==> src/rtl/timer_pkg.sv <==
// Shared opcodes, state encoding and error codes
// for the timer programming host.
package timer_pkg;

  localparam logic [1:0] OP_RUN   = 2'b00;
  localparam logic [1:0] OP_ABORT = 2'b01;
  localparam logic [1:0] OP_ACK   = 2'b10;
  localparam logic [1:0] OP_RSVD  = 2'b11;

  localparam logic [2:0] ST_IDLE  = 3'd0;
  localparam logic [2:0] ST_CLEAR = 3'd1;
  localparam logic [2:0] ST_WAIT  = 3'd2;
  localparam logic [2:0] ST_WRITE = 3'd3;
  localparam logic [2:0] ST_START = 3'd4;
  localparam logic [2:0] ST_RUN   = 3'd5;
  localparam logic [2:0] ST_DONE  = 3'd6;

  typedef enum logic [2:0] {
    S_IDLE      = ST_IDLE,
    S_CLEAR     = ST_CLEAR,
    S_WAIT_FREE = ST_WAIT,
    S_WRITE     = ST_WRITE,
    S_START     = ST_START,
    S_RUN       = ST_RUN,
    S_DONE      = ST_DONE
  } state_e;

  localparam logic [1:0] ERR_NONE  = 2'd0;
  localparam logic [1:0] ERR_RANGE = 2'd1;
  localparam logic [1:0] ERR_ZERO  = 2'd2;
  localparam logic [1:0] ERR_TMO   = 2'd3;

  localparam int MAX_SEC_MIN = 59;

endpackage

==> src/rtl/timer_cmd_chk.sv <==
// Combinational validator for a RUN request.
// Range errors outrank the up-count zero-field error.
module timer_cmd_chk
  import timer_pkg::*;
#(
  parameter int WIDTH = 16
) (
  input  logic             up,
  input  logic [WIDTH-1:0] sec,
  input  logic [WIDTH-1:0] min,
  input  logic [WIDTH-1:0] hour,
  output logic             ok,
  output logic [1:0]       err_code
);

  localparam logic [WIDTH-1:0] LIM =
    WIDTH'(MAX_SEC_MIN);

  logic range_bad;
  logic zero_bad;

  // Classify the request; first failing rule wins
  always_comb begin
    range_bad = (sec > LIM) || (min > LIM);
    zero_bad  = up && ((sec == '0) ||
                       (min == '0) ||
                       (hour == '0));
    ok        = 1'b1;
    err_code  = ERR_NONE;
    if (range_bad) begin
      ok       = 1'b0;
      err_code = ERR_RANGE;
    end else if (zero_bad) begin
      ok       = 1'b0;
      err_code = ERR_ZERO;
    end
  end

endmodule

==> src/rtl/timer_host.sv <==
// Command front end for one timer: sequences
// clear/write/start and tracks alarms and errors.
module timer_host
  import timer_pkg::*;
#(
  parameter int WIDTH    = 16,
  parameter int WAIT_MAX = 15,
  parameter int CNT_W    = 8
) (
  input  logic             clk,
  input  logic             cut_n,
  input  logic             cmd_valid,
  output logic             cmd_ready,
  input  logic [1:0]       cmd_op,
  input  logic             cmd_up,
  input  logic [WIDTH-1:0] cmd_sec,
  input  logic [WIDTH-1:0] cmd_min,
  input  logic [WIDTH-1:0] cmd_hour,
  output logic             tmr_cut_n,
  output logic             tmr_write,
  output logic             tmr_start,
  output logic             tmr_up,
  output logic [WIDTH-1:0] tmr_insec,
  output logic [WIDTH-1:0] tmr_inmin,
  output logic [WIDTH-1:0] tmr_inhour,
  input  logic             tmr_buzy_n,
  input  logic             tmr_alarm,
  output logic             busy,
  output logic             done,
  output logic             err,
  output logic [1:0]       err_code,
  output logic [CNT_W-1:0] alarm_cnt
);

  localparam logic [7:0] WAIT_LAST =
    8'(WAIT_MAX - 1);

  state_e           state_q, state_d;
  logic             abort_q, abort_d;
  logic [7:0]       wcnt_q, wcnt_d;
  logic             err_q, err_d;
  logic [1:0]       code_q, code_d;
  logic [CNT_W-1:0] acnt_q, acnt_d;
  logic             up_q, up_d;
  logic [WIDTH-1:0] sec_q, sec_d;
  logic [WIDTH-1:0] min_q, min_d;
  logic [WIDTH-1:0] hour_q, hour_d;

  logic             acc;
  logic             load;
  logic             chk_ok;
  logic [1:0]       chk_code;

  timer_cmd_chk #(
    .WIDTH (WIDTH)
  ) u_chk (
    .up       (cmd_up),
    .sec      (cmd_sec),
    .min      (cmd_min),
    .hour     (cmd_hour),
    .ok       (chk_ok),
    .err_code (chk_code)
  );

  assign acc = cmd_valid && cmd_ready;

  // Next-state, status and accept-register update
  always_comb begin
    state_d = state_q;
    abort_d = abort_q;
    wcnt_d  = wcnt_q;
    err_d   = err_q;
    code_d  = code_q;
    acnt_d  = acnt_q;
    up_d    = up_q;
    sec_d   = sec_q;
    min_d   = min_q;
    hour_d  = hour_q;
    load    = 1'b0;

    unique case (state_q)
      S_IDLE, S_DONE: begin
        if (acc) begin
          unique case (cmd_op)
            OP_RUN: begin
              if (chk_ok) begin
                load    = 1'b1;
                state_d = S_CLEAR;
                abort_d = 1'b0;
                err_d   = 1'b0;
                code_d  = ERR_NONE;
              end else begin
                err_d  = 1'b1;
                code_d = chk_code;
              end
            end
            OP_ABORT: begin
              err_d  = 1'b0;
              code_d = ERR_NONE;
              if (state_q == S_DONE) begin
                state_d = S_CLEAR;
                abort_d = 1'b1;
              end
            end
            OP_ACK: begin
              err_d   = 1'b0;
              code_d  = ERR_NONE;
              state_d = S_IDLE;
            end
            OP_RSVD: begin
              err_d  = 1'b1;
              code_d = ERR_TMO;
            end
          endcase
        end
      end

      S_CLEAR: begin
        wcnt_d  = '0;
        state_d = abort_q ? S_IDLE
                          : S_WAIT_FREE;
      end

      S_WAIT_FREE: begin
        if (tmr_buzy_n) begin
          state_d = S_WRITE;
        end else if (wcnt_q == WAIT_LAST) begin
          state_d = S_IDLE;
          err_d   = 1'b1;
          code_d  = ERR_TMO;
        end else begin
          wcnt_d = wcnt_q + 8'd1;
        end
      end

      S_WRITE: state_d = S_START;

      S_START: state_d = S_RUN;

      S_RUN: begin
        if (acc && (cmd_op == OP_ABORT)) begin
          state_d = S_CLEAR;
          abort_d = 1'b1;
          err_d   = 1'b0;
          code_d  = ERR_NONE;
        end else begin
          if (acc) begin
            err_d  = 1'b1;
            code_d = ERR_TMO;
          end
          if (tmr_alarm) begin
            state_d = S_DONE;
            if (acnt_q != '1) begin
              acnt_d = acnt_q + 1'b1;
            end
          end
        end
      end

      default: state_d = S_IDLE;
    endcase

    if (load) begin
      up_d   = cmd_up;
      sec_d  = cmd_sec;
      min_d  = cmd_min;
      hour_d = cmd_hour;
    end
  end

  // State and status registers
  always_ff @(posedge clk or negedge cut_n) begin
    if (!cut_n) begin
      state_q <= S_IDLE;
      abort_q <= 1'b0;
      wcnt_q  <= '0;
      err_q   <= 1'b0;
      code_q  <= ERR_NONE;
      acnt_q  <= '0;
      up_q    <= 1'b0;
      sec_q   <= '0;
      min_q   <= '0;
      hour_q  <= '0;
    end else begin
      state_q <= state_d;
      abort_q <= abort_d;
      wcnt_q  <= wcnt_d;
      err_q   <= err_d;
      code_q  <= code_d;
      acnt_q  <= acnt_d;
      up_q    <= up_d;
      sec_q   <= sec_d;
      min_q   <= min_d;
      hour_q  <= hour_d;
    end
  end

  assign cmd_ready = (state_q == S_IDLE) ||
                     (state_q == S_RUN)  ||
                     (state_q == S_DONE);

  assign busy = (state_q == S_CLEAR)     ||
                (state_q == S_WAIT_FREE) ||
                (state_q == S_WRITE)     ||
                (state_q == S_START)     ||
                (state_q == S_RUN);

  assign done      = (state_q == S_DONE);
  assign tmr_cut_n = (state_q == S_CLEAR);
  assign tmr_write = (state_q == S_WRITE);
  assign tmr_start = (state_q == S_START);

  assign tmr_up     = up_q;
  assign tmr_insec  = sec_q;
  assign tmr_inmin  = min_q;
  assign tmr_inhour = hour_q;
  assign err        = err_q;
  assign err_code   = code_q;
  assign alarm_cnt  = acnt_q;

endmodule

==> config.mk <==
export PLATFORM = sky130hd
export DESIGN_NAME = timer_host
export DESIGN_NICKNAME = d
export VERILOG_FILES = /design/src/rtl/timer_pkg.sv /design/src/rtl/timer_cmd_chk.sv /design/src/rtl/timer_host.sv
export SDC_FILE = /design/constraint.sdc
export NUM_CORES = 1
export LEC_CHECK = 0
export BUFFER_PORTS_ARGS = -buffer_cell sky130_fd_sc_hd__buf_2
export CELL_PAD_IN_SITES_DETAIL_PLACEMENT = 1
export CELL_PAD_IN_SITES_GLOBAL_PLACEMENT = 1
export CORE_ASPECT_RATIO = 1.2
export CORE_UTILIZATION = 38
export DETAILED_ROUTE_END_ITERATION = 10
export PLACE_DENSITY_LB_ADDON = 0.1
export SYNTH_ARGS = -nofsm -noshare
export SYNTH_HDL_FRONTEND = slang
export SYNTH_SLANG_ARGS = --single-unit
==> constraint.sdc <==
create_clock -name clk -period 2.2 [get_ports clk]
set_input_delay 0.11 -clock clk [delete_from_list [all_inputs] [get_ports clk]]
set_output_delay 0.11 -clock clk [all_outputs]
set_load 0.01 [all_outputs]
# Word-level counts from Yosys, hierarchy flattened
# Index checks and enable logic that the tools add are counted.
[op_classes] eq_ne=23 bitwise=1 reduce_logical=27 n_mux=43 add_sub_neg=2 n_lt_le_gt_ge=2
[op_table] cell="16-bit logical NOT" n=3
[op_table] cell="16-bit by 6-bit > comparator with 1-bit output, second input constant" n=2
[op_table] cell="3-bit two-way mux" n=7
[op_table] cell="2-bit two-way mux" n=9
[op_table] cell="3-bit case mux with 6 select lines" n=1
[op_table] cell="8-bit by 1-bit adder with 8-bit output, second input constant" n=2
[op_table] cell="1-bit two-way mux" n=16
[op_table] cell="8-bit two-way mux" n=2
[op_table] cell="8-bit case mux with 2 select lines" n=1
[op_table] cell="3-bit != test, second input constant" n=5
[op_table] cell="2-bit case mux with 3 select lines" n=2
[op_table] cell="6-bit AND reduction" n=2
[op_table] cell="2-bit != test, second input constant" n=5
[op_table] cell="3-bit == test, second input constant" n=3
[op_table] cell="1-bit logical OR" n=9
[op_table] cell="3-bit case mux with 3 select lines" n=1
[op_table] cell="8-bit by 4-bit == test with 1-bit output, second input constant" n=1
[op_table] cell="8-bit != test, second input constant" n=1
[op_table] cell="3-bit by 2-bit == test with 1-bit output, second input constant" n=2
[op_table] cell="1-bit case mux with 3 select lines" n=2
[op_table] cell="5-bit AND reduction" n=1
[op_table] cell="2-bit == test, second input constant" n=2
[op_table] cell="4-bit by 2-bit != test with 1-bit output, second input constant" n=1
[op_table] cell="1-bit case mux with 2 select lines" n=2
[op_table] cell="12 further kinds" n=16
[word_totals] regBits=72 elab_cells=108 input_bits=56 output_inout_bits=66

# Depth between registers and ports, before layout
# Gate-level depths: netlist (run 1).
[depth] ltp_word=10 ltp_mapped=9 depth_no_buf=8

# By module
# Synthesis (run 1) repeated with hierarchy kept, for this count alone.
[hier_totals] cells_unflattened=285 hier_area_um2=3385.7
[by_module_without_submodules] module="timer_host" cells_each=259 seq_area_each_um2=1801.7 instances=1 area_each_um2=3196.8
[by_module_without_submodules] module="timer_cmd_chk" cells_each=26 seq_area_each_um2=0.0 instances=1 area_each_um2=188.9

# Worst setup path before layout (run 1)
# OpenSTA, ideal clock, no wires.
[synth_timing] kind="in2reg" startpoint="input cmd_sec[7]" endpoint="register hour_q[10] (netlist: tmr_inhour[10])" n_path_buf=2 path_stages=8 setup_ps=125 arrival_time_ps=2354 setup_slack_ps=-279 required_time_ps=2075 cell_sequence="or4_1 -> or3_1 -> or4_4 -> a211oi_2 -> and4_1 -> buf_6 -> buf_12 -> mux2_4"
[synth_via] elab_chain_len=10 elab_cells_between_ends=12 cone_classes="order compare (1); mux (6); reduce/logical (5)"
[synth_lines] item="start: declaration" line_no="timer_host.sv:16" rtl="input logic [WIDTH-1:0] cmd_sec,"
[synth_lines] item="parallel branches: the longest is 5 deep, another holds 16-bit by 6-bit > comparator with 1-bit output"
[synth_lines] item="1-bit two-way mux (*)" line_no="timer_cmd_chk.sv:30" rtl="if (range_bad) begin"
[synth_lines] item="1-bit two-way mux (*)" line_no="timer_host.sv:86" rtl="if (chk_ok) begin"
[synth_lines] item="1-bit two-way mux (*)" line_no="timer_host.sv:84" rtl="unique case (cmd_op)"
[synth_lines] item="1-bit two-way mux (*)" line_no="timer_host.sv:83" rtl="if (acc) begin"
[synth_lines] item="1-bit two-way mux (*)" line_no="timer_host.sv:81" rtl="unique case (state_q)"
[synth_lines] item="end signal: assignment" line_no="timer_host.sv:194" rtl="hour_q <= hour_d;"
[synth_lines] item="end: declaration" line_no="timer_host.sv:47" rtl="logic [WIDTH-1:0] hour_q, hour_d;"
# Mark *: on every way between the ends.
# A chain may end at the register's enable or synchronous reset.

# Worst setup path in the final report (run 1)
[layout_timing] startpoint="input cmd_sec[7]" endpoint="register min_q[1] (netlist: tmr_inmin[1])"
[layout_via] elab_chain_len=10 elab_cells_between_ends=12 cone_classes="order compare (1); mux (6); reduce/logical (5)"
[layout_lines] item="parallel branches: the longest is 5 deep, another holds 16-bit by 6-bit > comparator with 1-bit output"
[layout_lines] item="1-bit two-way mux (*)" line_no="timer_cmd_chk.sv:30"
[layout_lines] item="1-bit two-way mux (*)" line_no="timer_host.sv:86"
[layout_lines] item="1-bit two-way mux (*)" line_no="timer_host.sv:84"
[layout_lines] item="1-bit two-way mux (*)" line_no="timer_host.sv:83"
[layout_lines] item="1-bit two-way mux (*)" line_no="timer_host.sv:81"
[layout_lines] item="end signal: assignment" line_no="timer_host.sv:193" rtl="min_q <= min_d;"
[layout_lines] item="end: declaration" line_no="timer_host.sv:46" rtl="logic [WIDTH-1:0] min_q, min_d;"
# Marks and branches as above.

==> impl_metrics.py, run 1 <==
metrics = {
    "final_layout": {
        "num_antenna_cells": 0,
        "area_growth_pct": 43.97,
        "layout.nets": 510,
        "fin_area_um2": 4871,
        "final_core_util_pct": 56.57,
        "layout-drive-gt1-share_pct": 48.25,
        "layoutNonFillerInstCount": 573,
        "multi_input_area_um2": 1516,
        "nFillCells": 982,
        "regArea_um2": 1802,
    },
    "die": {
        "initial_core_util_pct": 39.29,
        "core.rowCount": 37,
        "dieArea_um2": 9286,
        "io_pins": 122,
        "core_um2": 8611,
        "die_h_um": 105.4,
        "die_w_um": 88.14,
    },
    "global_routing": {
        "met3_usage_pct": 5.090,
        "first_global_vias": 3002,
        "track_usage_pct": 22.60,
        "antenna_found_initial": 0,
        "grt_max_degree": 47,
        "grt_pass1_wl_um": 15660,
        "use_met1_pct": 27.83,
        "grt-ovfl-total": 0,
        "grt_use_met2_pct": 38.04,
        "busiest_layer": "met2",
    },
    "worst_setup_path": {
        "setup.worst_path.class": "primary input to flop",
        "worstPathRequired_ns": 2.43,
        "worst_r2r_path_depth": 6,
        "cp_max_fo": 7,
        "ff2ff_setup_slack_ns": 0.11,
        "end_kind": "flop",
        "r2r-start": "state_q[1]$_DFFE_PN0P_",
        "cp.arrival_ns": 2.62,
        "crit-reg2reg-capture": "state_q[2]$_DFFE_PN0P_",
        "critPathLaunchType": "primary input",
    },
    "synth": {
        "synth_fp_nets": 346,
        "synth_ff_type": "dfrtp_1",
        "async_reset_ff_share_pct": 100.0,
        "synth_seq_cells": 72,
        "syn_inst": 287,
        "syn-cell-area_um2": 3383,
        "ys_warn_count": 0,
        "yosysSeqAreaShare_pct": 53.25,
        "synth_edf_count": 0,
        "synth.avg_cell_area_um2": 11.79,
        "synth.distinct_cells": 44,
    },
    "sta": {
        "max_freq_mhz": 418.6,
        "finalWorstSetupSlack_ns": -0.1889,
        "max_slew.worst_pin.slew_ns": 0.4316,
        "timing.final.crit_share_pct": 108.6,
        "report.final.slew_viol_count": 0,
        "final.setup_skew_ns": 0.01495,
        "slew_headroom_pct": 71.10,
        "final-setup-viol-count": 42,
        "fin_crit_ns": 2.389,
        "rsz0062_at_grt": "true",
        "final_hold_viol_count": 0,
    },
    "drt": {
        "routedWlPerCell_um": 18.05,
        "drt.antenna.violating_nets": 0,
        "viasPerCell": 5.002,
        "vias": 2866,
        "drt_iter0_drc": 70,
        "dr.pass1.iters": 4,
        "wirelength_um": 10340,
        "drc": 0,
    },
    "clocking": {
        "cts_htree_levels": 3,
        "clock_path_buffers": 2,
        "clkTransAtPathRegs_ns": 0.09,
        "cts_tree": "built",
        "clock_sinks": 72,
        "cts_root_buf": "clkbuf_8",
        "numCtsBuffers": 9,
        "clk_latency_ns": 0.35,
    },
    "run_status": {
        "violations": "setup timing",
        "status": "finished, violations left",
    },
    "pwr": {
        "p_seq_share_pct": 40.2,
        "leakagePower_nw": 2.532,
        "pwr-share-clk_pct": 35.7,
        "combPwrFrac_pct": 24.0,
        "power.internal_mw": 2.591,
        "switching_share_pct": 29.58,
        "p_sw_mw": 1.088,
        "ir_drop_mv": 0.5444,
        "power_mw": 3.680,
        "p_per_area_nw_per_um2": 755.4,
    },
    "min_path": {
        "worstHoldStart": "cmd_hour[5]",
        "hold_path_depth": 2,
        "hp-class": "primary input to flop",
        "holdPathEnd": "tmr_inhour[5]$_DFFE_PN0P_",
    },
    "place": {
        "post-place-cells": 531,
        "place_ws_ns": -0.5130,
        "port_buffers": 121,
        "gp_congestion": 0.8554,
        "place_area_um2": 4208,
        "dp.final_hpwl_um": 6647,
    },
    "run": {
        "drv_cap": 0,
    },
}
[cells by family after synthesis]
family | count (synthesis) | synth area share [%]
muxes | 31 | 13.54
adders and majority gates | 3 | 1.110
and+or+nand+nor | 116 | 18.34
xor gates and xnor gates | 10 | 2.589
AOI/OAI and AO/OA | 37 | 7.249
DFF | 72 | 53.25
buffers and inverters | 18 | 3.920
[timing repair]
item | CTS | global route
endpoints found under the hold margin | 79 | 2
setup buffers | 8 | 4
pin swaps | 0 | 1
resized for setup | 8 | 16
endpoints found under the setup margin | 38 | 49
hold buffers | 8 | 2
cloned | 3 | 1
[worst max path at each step]
stage,start,slack [ns],to,cells after the start
after floorplan,cmd_sec[7],-0.27,tmr_inhour[10]$_DFFE_PN0P_,8
after global placement,cmd_sec[7],-0.44,tmr_inhour[5]$_DFFE_PN0P_,8
after detailed placement,cmd_sec[7],-0.51,tmr_inhour[6]$_DFFE_PN0P_,8
after CTS,cmd_sec[7],-0.13,tmr_inhour[12]$_DFFE_PN0P_,8
after global routing,cmd_sec[7],-0.22,tmr_inhour[11]$_DFFE_PN0P_,9
final,cmd_sec[7],-0.19,tmr_inmin[1]$_DFFE_PN0P_,9
[layer usage]
| metal | part of all wire [%] | up-vias |
|---|---|---|
| li1 | - | 1346 |
| met1 | 41 | 1408 |
| met2 | 52 | 97 |
| met4 | 2.7 | 0 |
| met3 | 4.7 | 15 |
| met5 | 0 | - |
[state kept, by name, summed over array words and instances (netlist names)]
signal,flops
abort_q,1
tmr_up,1
err_code,2
alarm_cnt,8
state_q,3
wcnt_q,8
tmr_insec,16
err,1
tmr_inhour,16
tmr_inmin,16
[synthesized netlist by cell type (3+ instances only)]
master / count / share of area [%]
a21oi_1: 6 / 0.89
a31oi_1: 5 / 0.92
and3_1: 5 / 0.92
buf_12: 3 / 1.8
clkbuf_1: 4 / 0.44
dfrtp_1: 72 / 53
ha_1: 3 / 1.1
inv_1: 8 / 0.89
mux2_4: 29 / 13
nand2_1: 27 / 3.0
nand2b_1: 3 / 0.55
nand3_1: 7 / 1.0
nand4_1: 7 / 1.3
nor2_1: 19 / 2.1
nor2b_1: 22 / 4.1
nor4_1: 11 / 2.0
o21ai_0: 11 / 1.6
o31ai_1: 4 / 0.89
xnor2_1: 7 / 1.8
xor2_1: 3 / 0.78
[worst max-delay path, cell delays in order]
cell and delay, ns:
buf_6 0.09, or4_4 0.54, or3_1 0.34, or4_4 0.45
a211oi_4 0.20, and4_4 0.31, buf_12 0.13, buf_12 0.13
mux2_4 0.32
[layout make-up]
cell class                      count  area share, %
Sequential cell                    72          36.99
Multi-Input combinational cell    197          31.13
Timing Repair Buffer              163          23.07
Tap cell                          117          3.005
Clock buffer                       10          2.826
Clock inverter                      6          2.363
Inverter                            8         0.6165
[cells in the final DEF, fill, tap and decap left out, types with 4 or more instances in the layout]
master and instances:
buf_2 120, dfrtp_1 72, mux2_4 29, nand2_1 27, nor2_1 19, buf_4 18, nor2b_1 17, o21ai_0 10
clkbuf_8 10, dlygate4sd3_1 10, nor4_1 9, inv_1 8, xnor2_1 7, nand3_1 7, nand4_1 7, a21oi_1 6
buf_12 6, and3_1 5, a31oi_1 5, o31ai_1 4, nor2b_2 4, buf_6 4
[power groups by stage]
stage	Clock, mW	Sequential, mW	Combinational [mW]
final	1.32	1.48	0.884
after global routing	1.39	1.49	0.968
after CTS	1.34	1.48	0.856
after detailed placement	0	1.50	0.833
after global placement	0	1.50	0.819
after floorplan	0	1.49	0.457
[metrics by stage]
stage / setup TNS [ns] / hold WS (ns)
after floorplan: -9.723 / -0.1856
after global placement: -17.40 / 0.1148
after detailed placement: -19.93 / 0.1225
after CTS: -2.980 / 0.0004168
after global routing: -6.995 / 0.01513
final: -5.202 / 0.01675
Note: power is estimated with default switching activity, not from simulation.
==> run 2, diff against run 1 <==
==> constraint.sdc (replaced) <==
create_clock -name clk -period 2.2 [get_ports clk]
set_input_delay 0.22 -clock clk [delete_from_list [all_inputs] [get_ports clk]]
set_output_delay 0.22 -clock clk [all_outputs]
set_load 0.01 [all_outputs]
==> impl_metrics.py, run 2 (synthesized netlist as in run 1, its figures left out) <==
metrics = {
    "run_status": {
        "status": "finished, violations left",
        "violations": "setup timing",
    },
    "drt": {
        "vias": 2818,
        "drt_iter0_drc": 84,
        "drt.antenna.violating_nets": 0,
        "routedWlPerCell_um": 16.11,
        "drc": 0,
        "viasPerCell": 4.953,
        "wirelength_um": 9169,
        "dr.pass1.iters": 5,
    },
    "die": {
        "dieArea_um2": 9286,
        "core.rowCount": 37,
        "core_um2": 8611,
        "initial_core_util_pct": 39.29,
        "die_w_um": 88.14,
        "die_h_um": 105.4,
        "io_pins": 122,
    },
    "worst_setup_path": {
        "cp_slowest_cell": "or4_4",
        "cp_max_fo": 7,
        "critPathLaunchType": "primary input",
        "path_buf_inv": 2,
        "cp_top_family": "simple AND/OR/NAND/NOR gates",
        "path_common_cell": "or4_4",
        "crit_chain": "buf_6 -> or4_4 -> or3_1 -> or4_4 -> a211oi_2 -> and4_4 -> clkbuf_16 -> mux2_4",
        "setup.worst_path.class": "primary input to flop",
        "worstPathRequired_ns": 2.43,
        "cp.arrival_ns": 2.66,
        "cpPeakStageDelay_ns": 0.54,
        "end_kind": "flop",
    },
    "sta": {
        "finalWorstSetupSlack_ns": -0.2282,
        "slew_headroom_pct": 66.18,
        "timing.final.crit_share_pct": 110.4,
        "report.final.slew_viol_count": 0,
        "tns_ns": -7.791,
        "max_slew.worst_pin.slew_ns": 0.5074,
        "rsz0062_at_grt": "true",
        "final_hold_viol_count": 0,
        "final-setup-viol-count": 48,
        "max_freq_mhz": 411.8,
        "final.setup_skew_ns": 0.006138,
        "fin_crit_ns": 2.428,
    },
    "global_routing": {
        "first_global_vias": 2891,
        "track_usage_pct": 20.54,
        "grt_max_degree": 27,
        "grt_pass1_wl_um": 14410,
        "antenna_found_initial": 0,
        "grt-ovfl-total": 0,
    },
    "clocking": {
        "clkTransAtPathRegs_ns": 0.08,
        "clock_sinks": 72,
        "cts_htree_levels": 3,
        "clk_latency_ns": 0.35,
        "clock_path_buffers": 2,
        "cts_root_buf": "clkbuf_8",
        "cts_tree": "built",
        "numCtsBuffers": 9,
    },
    "pwr": {
        "p_seq_share_pct": 43.6,
        "switching_share_pct": 30.96,
        "leakagePower_nw": 2.465,
        "power.internal_mw": 2.340,
        "ir_drop_mv": 0.4901,
        "combPwrFrac_pct": 24.8,
        "pwr-share-clk_pct": 31.6,
        "p_sw_mw": 1.049,
        "p_per_area_nw_per_um2": 725.3,
    },
    "final_layout": {
        "area_growth_pct": 38.09,
        "multi_input_area_um2": 1478,
        "final_common_cell": "buf_2",
        "layout-drive-gt1-share_pct": 48.23,
        "regArea_um2": 1802,
        "layoutNonFillerInstCount": 569,
        "final_core_util_pct": 54.26,
        "final_cell_mix": "120 x buf_2, 72 x dfrtp_1, 30 x mux2_4",
        "layout.nets": 506,
        "num_antenna_cells": 0,
        "nFillCells": 1003,
    },
    "place": {
        "post-place-cells": 542,
        "port_buffers": 121,
        "dp.final_hpwl_um": 6695,
        "gp_congestion": 0.8759,
    },
    "run": {
        "drv_cap": 0,
    },
    "min_path": {
        "hp-class": "primary input to flop",
    },
}
run 2: worst paths after layout:
| kind | start | to | slack [ns] | cells past startpoint |
|---|---|---|---|---|
| setup / recovery | cmd_sec[7] | tmr_inhour[10]$_DFFE_PN0P_ | -0.23 | 8 |
| hold / removal | cmd_sec[0] | tmr_insec[0]$_DFFE_PN0P_ | 0.11 | 2 |
| setup reg to reg | state_q[1]$_DFFE_PN0P_ | state_q[2]$_DFFE_PN0P_ | 0.14 | 6 |
| hold reg to reg | alarm_cnt[6]$_DFFE_PN0P_ | alarm_cnt[6]$_DFFE_PN0P_ | 0.49 | 1 |
| max in group asynchronous | cut_n | tmr_insec[3]$_DFFE_PN0P_ | 1.29 | 3 |
| min in group asynchronous | cut_n | tmr_inmin[14]$_DFFE_PN0P_ | 0.37 | 2 |
run 2: cell type report:
cell class	count	area share, %
multi-input cells	197	31.63
flip-flops and latches	72	38.56
repair buffers	159	21.61
clock inverters	6	1.473
inverters	8	0.6427
clock buffers	10	2.946
well taps	117	3.133
run 2: power by group through the flow:
stage               clock [mW]  combinational, mW  sequential (mW)
floorplan                    0              0.457             1.49
global placement             0              0.829             1.50
detailed placement           0              0.832             1.50
CTS                       1.11              0.841             1.47
global route              1.17              0.939             1.49
finish                    1.07              0.841             1.48
run 2: metrics by stage:
step                instance area (um^2)  setup WS (ns)  power, mW  hold slack, ns
floorplan                           3387        -0.3763      1.944        -0.07559
global placement                    4278        -0.5490      2.327          0.2090
detailed placement                  4278        -0.6022      2.333          0.2142
CTS                                 4582        -0.2263      3.425         0.08657
global route                        4672        -0.2427      3.600         0.09886
finish                              4672        -0.2282      3.389          0.1142
run 2: worst reg2reg max path, cell delays in order (launching register included):
cell,delay [ns]
dfrtp_1,0.48
nand2b_1,0.21
nor2_1,0.26
nand2_1,0.12
o221a_2,0.29
o211ai_1,0.21
mux2_2,0.39
run 2: timing repair:
action / 4_1_cts / 5_1_grt
buffers inserted: 5 / 3
hold buffers: 1 / 0
hold endpoints to repair: 17 / 0
cloned: 1 / 1
pin swaps: 3 / 4
resized for setup: 7 / 7
endpoints found under the setup margin: 37 / 49
run 2: metal layers:
metal	GRT usage [%]	vias to the layer above	share of wire, %
met5	0	-	0
met4	6.912	0	1.1
met3	4.542	10	5.4
met2	33.72	86	50
met1	26.52	1380	44
li1	-	1342	-
==> run 3, diff against run 2 <==
- CORE_UTILIZATION: 38 -> 40
- clock period: 2.2 -> 2.93 ns (I/O delays scaled with it)
==> impl_metrics.py, run 3 (synthesized netlist as in run 1, its figures left out) <==
metrics = {
    "sta": {
        "final-setup-viol-count": 0,
        "final_hold_viol_count": 0,
        "slew_headroom_pct": 37.63,
        "timing.final.crit_share_pct": 87.29,
        "max_slew.worst_pin.slew_ns": 0.9356,
        "fin_crit_ns": 2.558,
        "final.setup_skew_ns": 0.005677,
        "report.final.slew_viol_count": 0,
        "tns_ns": 0,
        "rsz0062_at_grt": "false",
        "whs_ns": 0.08059,
        "max_freq_mhz": 391.0,
    },
    "die": {
        "initial_core_util_pct": 41.50,
        "core_um2": 8153,
        "io_pins": 122,
        "die_w_um": 85.96,
        "dieArea_um2": 8831,
        "die_h_um": 102.7,
        "core.rowCount": 36,
    },
    "worst_setup_path": {
        "crit_chain": "buf_2 -> or4_1 -> or3_1 -> or4_4 -> a211oi_2 -> and4_2 -> buf_12 -> mux2_4",
        "cp.arrival_ns": 2.79,
        "cp_max_fo": 21,
        "cp_slowest_cell": "or4_1",
        "worstPathRequired_ns": 3.16,
        "cpPeakStageDelay_ns": 0.56,
        "path_buf_inv": 2,
        "end_kind": "flop",
        "cp_top_family": "simple AND/OR/NAND/NOR gates",
        "setup.worst_path.class": "primary input to flop",
        "critPathLaunchType": "primary input",
    },
    "clocking": {
        "clock_sinks": 72,
        "clk_latency_ns": 0.35,
        "clkTransAtPathRegs_ns": 0.08,
        "cts_root_buf": "clkbuf_8",
        "cts_tree": "built",
        "post_cts_buffers": 0,
        "numCtsBuffers": 9,
        "cts_resized": 0,
        "cts_htree_levels": 3,
        "cts_hold_buffers": 0,
        "clock_path_buffers": 2,
    },
    "global_routing": {
        "antenna_found_initial": 0,
        "grt_pass1_wl_um": 13540,
        "grt-ovfl-total": 0,
        "grt_max_degree": 41,
        "first_global_vias": 2771,
        "track_usage_pct": 20.05,
    },
    "drt": {
        "wirelength_um": 8383,
        "drt.antenna.violating_nets": 0,
        "viasPerCell": 5.119,
        "drc": 0,
        "dr.pass1.iters": 5,
        "vias": 2744,
        "routedWlPerCell_um": 15.64,
        "drt_iter0_drc": 85,
    },
    "place": {
        "gp_congestion": 0.8704,
        "place_area_um2": 4115,
        "dp.final_hpwl_um": 6392,
        "post-place-cells": 520,
        "port_buffers": 121,
    },
    "final_layout": {
        "area_growth_pct": 27.11,
        "fin_area_um2": 4300,
        "layout.nets": 476,
        "final_common_cell": "buf_2",
        "layoutNonFillerInstCount": 536,
        "layout-drive-gt1-share_pct": 43.60,
        "final_cell_mix": "121 x buf_2, 72 x dfrtp_1, 29 x mux2_4",
        "num_antenna_cells": 0,
    },
    "run": {
        "drv_cap": 0,
    },
    "pwr": {
        "p_per_area_nw_per_um2": 560.5,
        "power_mw": 2.410,
        "leakagePower_nw": 2.283,
        "ir_drop_mv": 0.2924,
    },
    "min_path": {
        "hp-class": "primary input to asynchronous set/reset pin",
    },
    "run_status": {
        "status": "completed",
    },
}
run 3: changes by cell type in the layout (fill, tap and decap cells not counted), moves of 2 or more:
cell and delta:
buf_4 -20, nor2b_1 +2, buf_6 -5, buf_12 -2, clkinvlp_4 -2, inv_6 +4, nor2b_2 -2
run 3: path summary, 6_finish.rpt:
kind	from	endpoint	slack, ns	cells after the start
max	cmd_sec[7]	tmr_inhour[14]$_DFFE_PN0P_	0.37	8
min	cut_n	tmr_inhour[10]$_DFFE_PN0P_	0.08	1
max reg2reg	state_q[1]$_DFFE_PN0P_	state_q[2]$_DFFE_PN0P_	0.66	6
min reg2reg	tmr_insec[12]$_DFFE_PN0P_	tmr_insec[12]$_DFFE_PN0P_	0.49	1
max in group asynchronous	cut_n	tmr_inhour[7]$_DFFE_PN0P_	2.01	2
min in group clk	tmr_alarm	state_q[0]$_DFFE_PN0P_	0.18	2
run 3: layout make-up:
type	count	area [um^2]
multi-input combinational	197	1450
timing repair buffer	129	690.7
clock inverter	7	61.31
tap	114	142.6
clock buffer	9	123.9
inverter	8	30.03
fill	958	3852
sequential	72	1802
run 3: metal layers:
metal	share of wire (%)	GRT usage, %
met3	5.3	4.644
met1	44	25.45
met2	49	33.15
met4	2.1	8.333
met5	0	0
run 3: power breakdown:
part / internal (mW) / switching [mW]
combinational: 0.237 / 0.304
clock: 0.325 / 0.419
sequential: 1.05 / 0.0794
total: 1.61 / 0.803
run 3: through the flow:
step	util, %	setup slack, ns
2_1_floorplan	-	0.2681
3_3_place_gp	50.48	0.06974
3_5_place_dp	50.48	0.01403
4_1_cts	52.75	0.3895
5_1_grt	52.75	0.2964
6_report	52.75	0.3723
